**src/rtl/lsu_pkg.sv**
```systemverilog
// Shared definitions for the load/store unit: op codes, FSM states and default widths.
// The COPY operation is only available when LSU_COPY_EN is defined.
package lsu_pkg;

    localparam int LSU_AW = 8;
    localparam int LSU_DW = 8;

    localparam logic [1:0] OP_LOAD  = 2'b00;
    localparam logic [1:0] OP_STORE = 2'b01;
    localparam logic [1:0] OP_COPY  = 2'b10;
    localparam logic [1:0] OP_ILL   = 2'b11;

    typedef enum logic [2:0] {
        S_IDLE,
        S_LD,
        S_ST,
        S_CP_RD,
        S_CP_WR,
        S_RESP
    } lsu_state_t;

endpackage

```
**src/rtl/lsu_addr_gen.sv**
```systemverilog
// Effective-address adder plus the source/destination address registers of the LSU.
// The destination register and post-increment exist only when LSU_COPY_EN is defined.
module lsu_addr_gen
    import lsu_pkg::*;
#(
    parameter int AW = LSU_AW,
    parameter int DW = LSU_DW
) (
    input  logic          clk,
    input  logic          rst,
    input  logic          load,
    input  logic [AW-1:0] base,
    input  logic [DW-1:0] off,
    output logic [AW-1:0] src_addr
`ifdef LSU_COPY_EN
    ,
    input  logic          step,
    input  logic [AW-1:0] dst_start,
    output logic [AW-1:0] dst_addr
`endif
);

    logic [AW-1:0] off_ext;
    logic [AW-1:0] ea;

    // Offset is two's complement; the sum wraps naturally at 2**AW.
    assign off_ext = AW'($signed(off));
    assign ea      = base + off_ext;

    always_ff @(posedge clk) begin
        if (rst) begin
            src_addr <= '0;
        end else if (load) begin
            src_addr <= ea;
`ifdef LSU_COPY_EN
        end else if (step) begin
            src_addr <= src_addr + AW'(1);
`endif
        end
    end

`ifdef LSU_COPY_EN
    always_ff @(posedge clk) begin
        if (rst) begin
            dst_addr <= '0;
        end else if (load) begin
            dst_addr <= dst_start;
        end else if (step) begin
            dst_addr <= dst_addr + AW'(1);
        end
    end
`endif

endmodule

```
**src/rtl/load_store_unit.sv**
```systemverilog
// Initiator side of the data-memory port: LOAD/STORE (and COPY when LSU_COPY_EN is
// defined) requests from the core are sequenced by a small FSM onto mem_ea/mem_wdata/mem_we.
module load_store_unit
    import lsu_pkg::*;
#(
    parameter int AW = LSU_AW,
    parameter int DW = LSU_DW
) (
    input  logic          clk,
    input  logic          rst,
    input  logic          req_valid,
    output logic          req_ready,
    input  logic [1:0]    req_op,
    input  logic [AW-1:0] req_base,
    input  logic [DW-1:0] req_off,
    input  logic [DW-1:0] req_wdata,
    input  logic [AW-1:0] req_dst,
    input  logic [AW-1:0] req_len,
    output logic          resp_valid,
    output logic [DW-1:0] resp_data,
    output logic          resp_err,
    output logic [AW-1:0] mem_ea,
    output logic [DW-1:0] mem_wdata,
    output logic          mem_we,
    input  logic [DW-1:0] mem_rdata
);

    lsu_state_t    state;
    lsu_state_t    state_next;
    logic          accept;
    logic          req_illegal;
    logic [AW-1:0] src_addr;
    logic [DW-1:0] wdata_q;

`ifdef LSU_COPY_EN
    logic          step;
    logic [AW-1:0] dst_addr;
    logic [AW-1:0] len_q;
    logic [AW-1:0] count;
    logic [AW-1:0] count_inc;
    logic [DW-1:0] hold;

    assign count_inc = count + AW'(1);
`else
    logic unused_copy_fields;
    assign unused_copy_fields = ^{req_dst, req_len};
`endif

    assign req_ready = (state == S_IDLE);
    assign accept    = req_ready && req_valid;

`ifdef LSU_COPY_EN
    assign req_illegal = (req_op == OP_ILL);
`else
    assign req_illegal = (req_op == OP_ILL) || (req_op == OP_COPY);
`endif

    lsu_addr_gen #(
        .AW(AW),
        .DW(DW)
    ) u_addr_gen (
        .clk      (clk),
        .rst      (rst),
        .load     (accept),
        .base     (req_base),
        .off      (req_off),
        .src_addr (src_addr)
`ifdef LSU_COPY_EN
        ,
        .step     (step),
        .dst_start(req_dst),
        .dst_addr (dst_addr)
`endif
    );

    always_ff @(posedge clk) begin
        if (rst) begin
            state <= S_IDLE;
        end else begin
            state <= state_next;
        end
    end

    always_comb begin
        state_next = state;
        case (state)
            S_IDLE: begin
                if (req_valid) begin
                    case (req_op)
                        OP_LOAD:  state_next = S_LD;
                        OP_STORE: state_next = S_ST;
`ifdef LSU_COPY_EN
                        OP_COPY:  state_next = (req_len == '0) ? S_RESP : S_CP_RD;
`endif
                        default:  state_next = S_RESP;
                    endcase
                end
            end
            S_LD:    state_next = S_RESP;
            S_ST:    state_next = S_RESP;
`ifdef LSU_COPY_EN
            S_CP_RD: state_next = S_CP_WR;
            S_CP_WR: state_next = (count_inc < len_q) ? S_CP_RD : S_RESP;
`endif
            S_RESP:  state_next = S_IDLE;
            default: state_next = S_IDLE;
        endcase
    end

    // Memory port is parked at zero whenever no access is in flight.
    always_comb begin
        mem_ea    = '0;
        mem_wdata = '0;
`ifdef LSU_COPY_EN
        step      = 1'b0;
`endif
        case (state)
            S_LD: mem_ea = src_addr;
            S_ST: begin
                mem_ea    = src_addr;
                mem_wdata = wdata_q;
            end
`ifdef LSU_COPY_EN
            S_CP_RD: mem_ea = src_addr;
            S_CP_WR: begin
                mem_ea    = dst_addr;
                mem_wdata = hold;
                step      = 1'b1;
            end
`endif
            default: ;
        endcase
    end

    // Reset must kill a write in the same cycle, so the enable is gated combinationally.
    assign mem_we     = !rst && ((state == S_ST) || (state == S_CP_WR));
    assign resp_valid = !rst && (state == S_RESP);

    always_ff @(posedge clk) begin
        if (rst) begin
            wdata_q   <= '0;
            resp_data <= '0;
            resp_err  <= 1'b0;
`ifdef LSU_COPY_EN
            len_q     <= '0;
            count     <= '0;
            hold      <= '0;
`endif
        end else begin
            case (state)
                S_IDLE: begin
                    if (req_valid) begin
                        wdata_q   <= req_wdata;
                        resp_data <= '0;
                        resp_err  <= req_illegal;
`ifdef LSU_COPY_EN
                        len_q     <= req_len;
                        count     <= '0;
`endif
                    end
                end
                S_LD: resp_data <= mem_rdata;
`ifdef LSU_COPY_EN
                S_CP_RD: hold <= mem_rdata;
                S_CP_WR: begin
                    count     <= count_inc;
                    resp_data <= DW'(count_inc);
                end
`endif
                default: ;
            endcase
        end
    end

endmodule
```
**config.mk**
```make
export PLATFORM = sky130hd
export DESIGN_NAME = load_store_unit
export DESIGN_NICKNAME = d
export VERILOG_FILES = /design/src/rtl/lsu_pkg.sv /design/src/rtl/lsu_addr_gen.sv /design/src/rtl/load_store_unit.sv
export SDC_FILE = /design/constraint.sdc
export NUM_CORES = 1
export LEC_CHECK = 0
export CAP_MARGIN = 40
export CORE_MARGIN = 2
export CORE_UTILIZATION = 39
export DETAILED_ROUTE_END_ITERATION = 12
export MAX_ROUTING_LAYER = met4
export PLACE_DENSITY_LB_ADDON = 0.12
export SLEW_MARGIN = 20
export SYNTH_ARGS = -nofsm -noshare
export SYNTH_HDL_FRONTEND = slang
export SYNTH_SLANG_ARGS = --single-unit
export TNS_END_PERCENT = 50
```
**constraint.sdc**
```tcl
create_clock -name clk -period 1.83 [get_ports clk]
set_clock_uncertainty 0.05 [all_clocks]
set_input_delay 0.366 -clock clk [delete_from_list [all_inputs] [get_ports clk]]
set_output_delay 0.366 -clock clk [all_outputs]
set_load 0.02 [all_outputs]
```
# Yosys cells after proc, flatten, opt, wreduce, memory -nomap -nowiden
# Cells that the tools add are included.
dict set report word_totals {
  regBits 28
  inputBits 53
  output_inout_bits 28
  wordCells 33
}
dict set report classes {
  n_addsub 1
  eq_ne 8
  muxes 7
  reduce_logical 12
}
# op n
set op_table {}
lappend op_table {{$mux W8} 3}
lappend op_table {{$pmux W8 S2} 1}
lappend op_table {{$pmux W3 S2} 2}
lappend op_table {{$add A8 B8 Y8} 1}
lappend op_table {{$eq A3 B3 Y1 const B} 2}
lappend op_table {{$eq A2 B2 Y1 const B} 2}
lappend op_table {{$reduce_and A2 Y1} 2}
lappend op_table {{$eq A3 B1 Y1 const B} 1}
lappend op_table {{$eq A3 B2 Y1 const B} 1}
lappend op_table {{$logic_and A1 B1 Y1} 3}
lappend op_table {{$logic_not A3 Y1} 1}
lappend op_table {{$mux W3} 1}
lappend op_table {{$eq A2 B1 Y1 const B} 1}
lappend op_table {{$logic_not A2 Y1} 1}
lappend op_table {{$logic_or A1 B1 Y1} 2}
lappend op_table {{$ne A2 B2 Y1 const B} 1}
lappend op_table {{$reduce_bool A2 Y1} 1}
lappend op_table {{$reduce_or A2 Y1} 1}
lappend op_table {{$logic_not A1 Y1} 1}

# Logic depth before layout (Yosys ltp)
# Gate-level depths: netlist of the first run.
dict set report depth {
  depth_word 4
  ltp_mapped 7
  ltp_nobuf 7
}

# Modules after synthesis
# Synthesis of the first run repeated with hierarchy kept, for this count alone.
dict set report hier_totals {
  cells_unflattened 170
  area_unflattened_um2 1542.7
}
# module instances cells_per_inst area_per_inst_um2
set by_module_without_submodules {}
lappend by_module_without_submodules {load_store_unit 1 97 882.1}
lappend by_module_without_submodules {lsu_addr_gen 1 73 660.6}

# Least setup slack after synthesis of the first run
# Ideal clock, no wire load.
dict set report synth_timing {
  path_type {register to output}
  from {register state[2]}
  to {output port mem_ea[0]}
  t_arrival_ns 1.470
  setup_slack_ns -0.056
  stages_incl_launch_ff 5
  n_path_buf 1
  path_cell_list {dfxtp_1 buf_2 nor3b_1 nor2_1 nor2b_1}
}
dict set report synth_via {
  elab_chain_cells 3
}
# element line
set synth_lines {}
lappend synth_lines {{start: declaration} load_store_unit.sv:28} ;# lsu_state_t state;
lappend synth_lines {{start signal: assignment} load_store_unit.sv:80} ;# state <= state_next;
lappend synth_lines {{$eq A3 B2 Y1 / $eq A3 B1 Y1 (equally long branches)} load_store_unit.sv:117} ;# case (state)
lappend synth_lines {{$reduce_or A2 Y1 (no source line) (*)} -}
lappend synth_lines {{$mux W8 (*)} load_store_unit.sv:117}
lappend synth_lines {{end: declaration} load_store_unit.sv:22} ;# output logic [AW-1:0] mem_ea,
# Every way passes the cells marked *; elsewhere a longest branch is shown, timed or not.

# Final worst setup path of the first run
dict set report layout_timing {
  from {register state[1]}
  to {output port mem_ea[1]}
}
# Same word-level chain as after synthesis.

==> flow_metrics.py, run 1 <==
metrics = {
    "route": {
        "drt-total-wl_um": 3848,
        "dr_total_vias": 1580,
        "ant_nets": 0,
        "vias_per_cell": 5.048,
        "drc": 0,
        "wl_per_cell_um": 12.29,
        "dr.pass1.iters": 4,
        "drtIter0Drc": 59,
    },
    "power": {
        "power_density_mw_per_mm2": 683.1,
        "p_leak_nw": 1.022,
        "peakVddDrop_mv": 0.7882,
        "clkPwrFrac_pct": 22.1,
        "swShare_pct": 29.89,
        "p_seq_share_pct": 42.6,
        "p_sw_mw": 0.4977,
        "internal_power_mw": 1.167,
        "combPwrFrac_pct": 35.2,
    },
    "grt": {
        "grt.total_usage_pct": 19.06,
        "grt_max_degree": 16,
        "grt_pass1_vias": 1457,
        "grt_pass1_wl_um": 6285,
        "grt_antenna_before_repair": 0,
        "grt.overflow.total": 0,
    },
    "placement": {
        "dp_hpwl_um": 2930,
        "gp_congestion": 0.7508,
        "post_dp_cell_area_mm2": 0.002318,
        "portBuffers": 64,
    },
    "sta": {
        "min_period_over_period_pct": 98.09,
        "rsz0062_at_grt": "true",
        "setup_viol": 0,
        "hold_viol": 0,
        "period_needed_ps": 1795,
        "slew_headroom_pct": 71.38,
        "whs_ps": 403.4,
        "fmax_ghz": 0.5571,
        "maxSlewViolCount": 0,
        "worstMarginPinSlew_ps": 423.7,
    },
    "floorplanning": {
        "initial_utilization_pct": 40.57,
        "rows": 22,
        "dieArea_mm2": 0.004318,
        "io_pins": 81,
        "coreArea_mm2": 0.003661,
        "die_w_um": 65.71,
        "die_h_um": 65.71,
    },
    "clocking": {
        "ctsLongestPathBuffers": 2,
        "clock_latency_ps": 270,
        "cts_root_buffer": "clkbuf_8",
        "htreeDepth": 1,
        "cts_tree": "built",
        "cts_inserted_buffers": 3,
        "clock-sinks": 28,
        "path_clk_slew_ps": 90,
    },
    "cells_and_area": {
        "multiInputGateArea_um2": 917.1,
        "final_layout_size_suffix_gt1_share_pct": 26.79,
        "final_area_mm2": 0.002437,
        "fill_cells": 321,
        "seq_area_um2": 566.8,
        "antenna-diode-count": 0,
        "nets": 327,
        "syn_to_final_growth_pct": 64.11,
    },
    "hold_path": {
        "hold_start": "u_addr_gen.src_addr[0]",
        "hold_path_depth": 2,
        "worstHoldPathType": "register to register",
        "hold_end": "u_addr_gen.src_addr[0]",
    },
    "worst_setup_path": {
        "rr_worst_depth": 5,
        "cp-start-kind": "register",
        "worstReg2RegStart": "state[0]",
        "worstPathRequired_ps": 1410,
        "critPathMaxFanout": 10,
        "end_kind": "output pin",
        "arrival_ps": 1380,
        "rrSetupSlack_ps": 130,
        "crit_type": "register to output pin",
        "r2r_end": "resp_data[3]",
    },
    "logic_synthesis": {
        "synth_top_area_cell": "dfxtp_1",
        "yosys_register_bits": 28,
        "yosysMostFrequentCell": "nand2_1",
        "avgSynthCellArea_um2": 8.160,
        "synthDistinctLibCells": 37,
        "synthArstFlopShare_pct": 0,
        "netlist_area_mm2": 0.001485,
        "synth.top_cells.by_count": "nand2_1 (35), dfxtp_1 (28), a21oi_1 (26)",
        "synth_flop_cell": "dfxtp_1",
        "synth-edff-count": 0,
        "ys_seq_area_share_pct": 37.74,
        "synth_fp_nets": 243,
        "synth.top_cell.area_share_pct": 37.74,
        "yosysWarningCount": 0,
        "netlist_instances": 182,
        "netlist_top_cells_area": "dfxtp_1 (38%), nand2_1 (8.8%), a21oi_1 (8.8%)",
    },
    "outcome": {
        "outcome": "finished clean",
    },
    "run": {
        "cap_violations": 0,
    },
}
-- power groups by stage --
| stage | combinational [mW] | sequential (mW) | clock [mW] |
|---|---|---|---|
| after floorplan | 0.295 | 0.730 | 0 |
| after global placement | 0.572 | 0.715 | 0 |
| after detailed placement | 0.575 | 0.718 | 0 |
| after CTS | 0.576 | 0.708 | 0.386 |
| after global routing | 0.645 | 0.719 | 0.415 |
| final | 0.587 | 0.710 | 0.369 |
-- worst max-delay path, cell delays in order (launching register included) --
cell and delay, ps:
dfxtp_4 390, nor3b_4 270, nor2_4 120, nor2b_1 170, buf_4 160
-- how the worst max path moves through the flow --
stage / startpoint / end / cells after the start
after floorplan: state[0] / mem_ea[0] / 3
after global placement: rst / resp_valid / 3
after detailed placement: rst / resp_valid / 3
after CTS: req_off[0] / u_addr_gen.src_addr[4] / 8
after global routing: state[1] / mem_ea[2] / 4
final: state[1] / mem_ea[1] / 4
-- cell type report --
type | instances | share of cell area [%]
multi-input cells | 139 | 37.63
well taps | 48 | 2.464
clock buffers | 4 | 2.259
repair buffers | 90 | 33.78
inverters | 4 | 0.6160
flip-flops and latches | 28 | 23.25
-- logic make-up (layout without fill, tap and decap cells) --
| family | Yosys count | count (layout) | synth area share [%] |
|---|---|---|---|
| AOI/OAI and AO/OA | 45 | 45 | 18.70 |
| xor gates and xnor gates | 2 | 2 | 1.180 |
| adders and majority gates | 8 | 8 | 7.245 |
| buffers and inverters | 15 | 98 | 5.054 |
| DFF | 28 | 28 | 37.74 |
| and+or+nand+nor | 84 | 84 | 30.08 |
-- routing by layer --
metal / GRT usage, % / wire length, µm
met1: 23.99 / 1691
met2: 32.32 / 1948
met4: 3.125 / 21
met5: - / 0
met3: 3.596 / 188
-- stage by stage --
step / setup WS [ps] / setup TNS [ps] / cells / power [mW] / utilization, %
after global routing: -37.15 / -243.0 / 313 / 1.778 / 66.58
after floorplan: 31.79 / 0 / 182 / 1.025 / -
after CTS: -72.77 / -253.0 / 313 / 1.670 / 63.81
after detailed placement: -375.1 / -7173 / 308 / 1.293 / 63.33
final: 35.04 / 0 / 313 / 1.665 / 66.58
after global placement: -373.3 / -7242 / 308 / 1.288 / 63.33
-- cell usage in the layout, fill, tap and decap left out, types with 2 or more instances in the layout --
| master | netlist | routed |
|---|---|---|
| inv_1 | 4 | 3 |
| nand3_1 | 11 | 10 |
| ha_2 | 0 | 2 |
| nand2_1 | 35 | 35 |
| clkdlybuf4s50_1 | 0 | 39 |
| dfxtp_1 | 28 | 25 |
| buf_4 | 0 | 34 |
| nor2_1 | 3 | 2 |
| a31oi_1 | 2 | 2 |
| buf_2 | 3 | 2 |
| a21oi_1 | 26 | 25 |
| nor2b_1 | 10 | 9 |
| xnor2_1 | 2 | 2 |
| clkbuf_8 | 0 | 4 |
| o21a_1 | 3 | 2 |
| nor3_2 | 1 | 2 |
| and2_1 | 9 | 7 |
| o311ai_1 | 2 | 2 |
| dlymetal6s2s_1 | 0 | 6 |
| ha_1 | 7 | 4 |
| and2_4 | 0 | 2 |
| o21ai_0 | 4 | 4 |
| nor3b_4 | 0 | 2 |
| buf_6 | 2 | 7 |
| nor3_1 | 5 | 4 |
| a211oi_1 | 2 | 2 |
| dfxtp_2 | 0 | 2 |
-- state kept, by name, indices dropped and copies added, names as in the netlist --
signal and flops:
resp_data 8, resp_err 1, state 3, u_addr_gen.src_addr 8, wdata_q 8
-- what timing repair did --
item	in CTS	in global routing
buffers inserted	1	0
resized for setup	78	44
endpoints found under the setup margin	23	21
hold buffers	0	0
pin swaps	1	6
Power figures use the tool's default switching activity.
==> run 2: changes to the inputs <==
CAP_MARGIN = default   (was 40)
==> results of run 2 <==
Same layout as run 1: the final DEF is identical, and so are final timing and power.
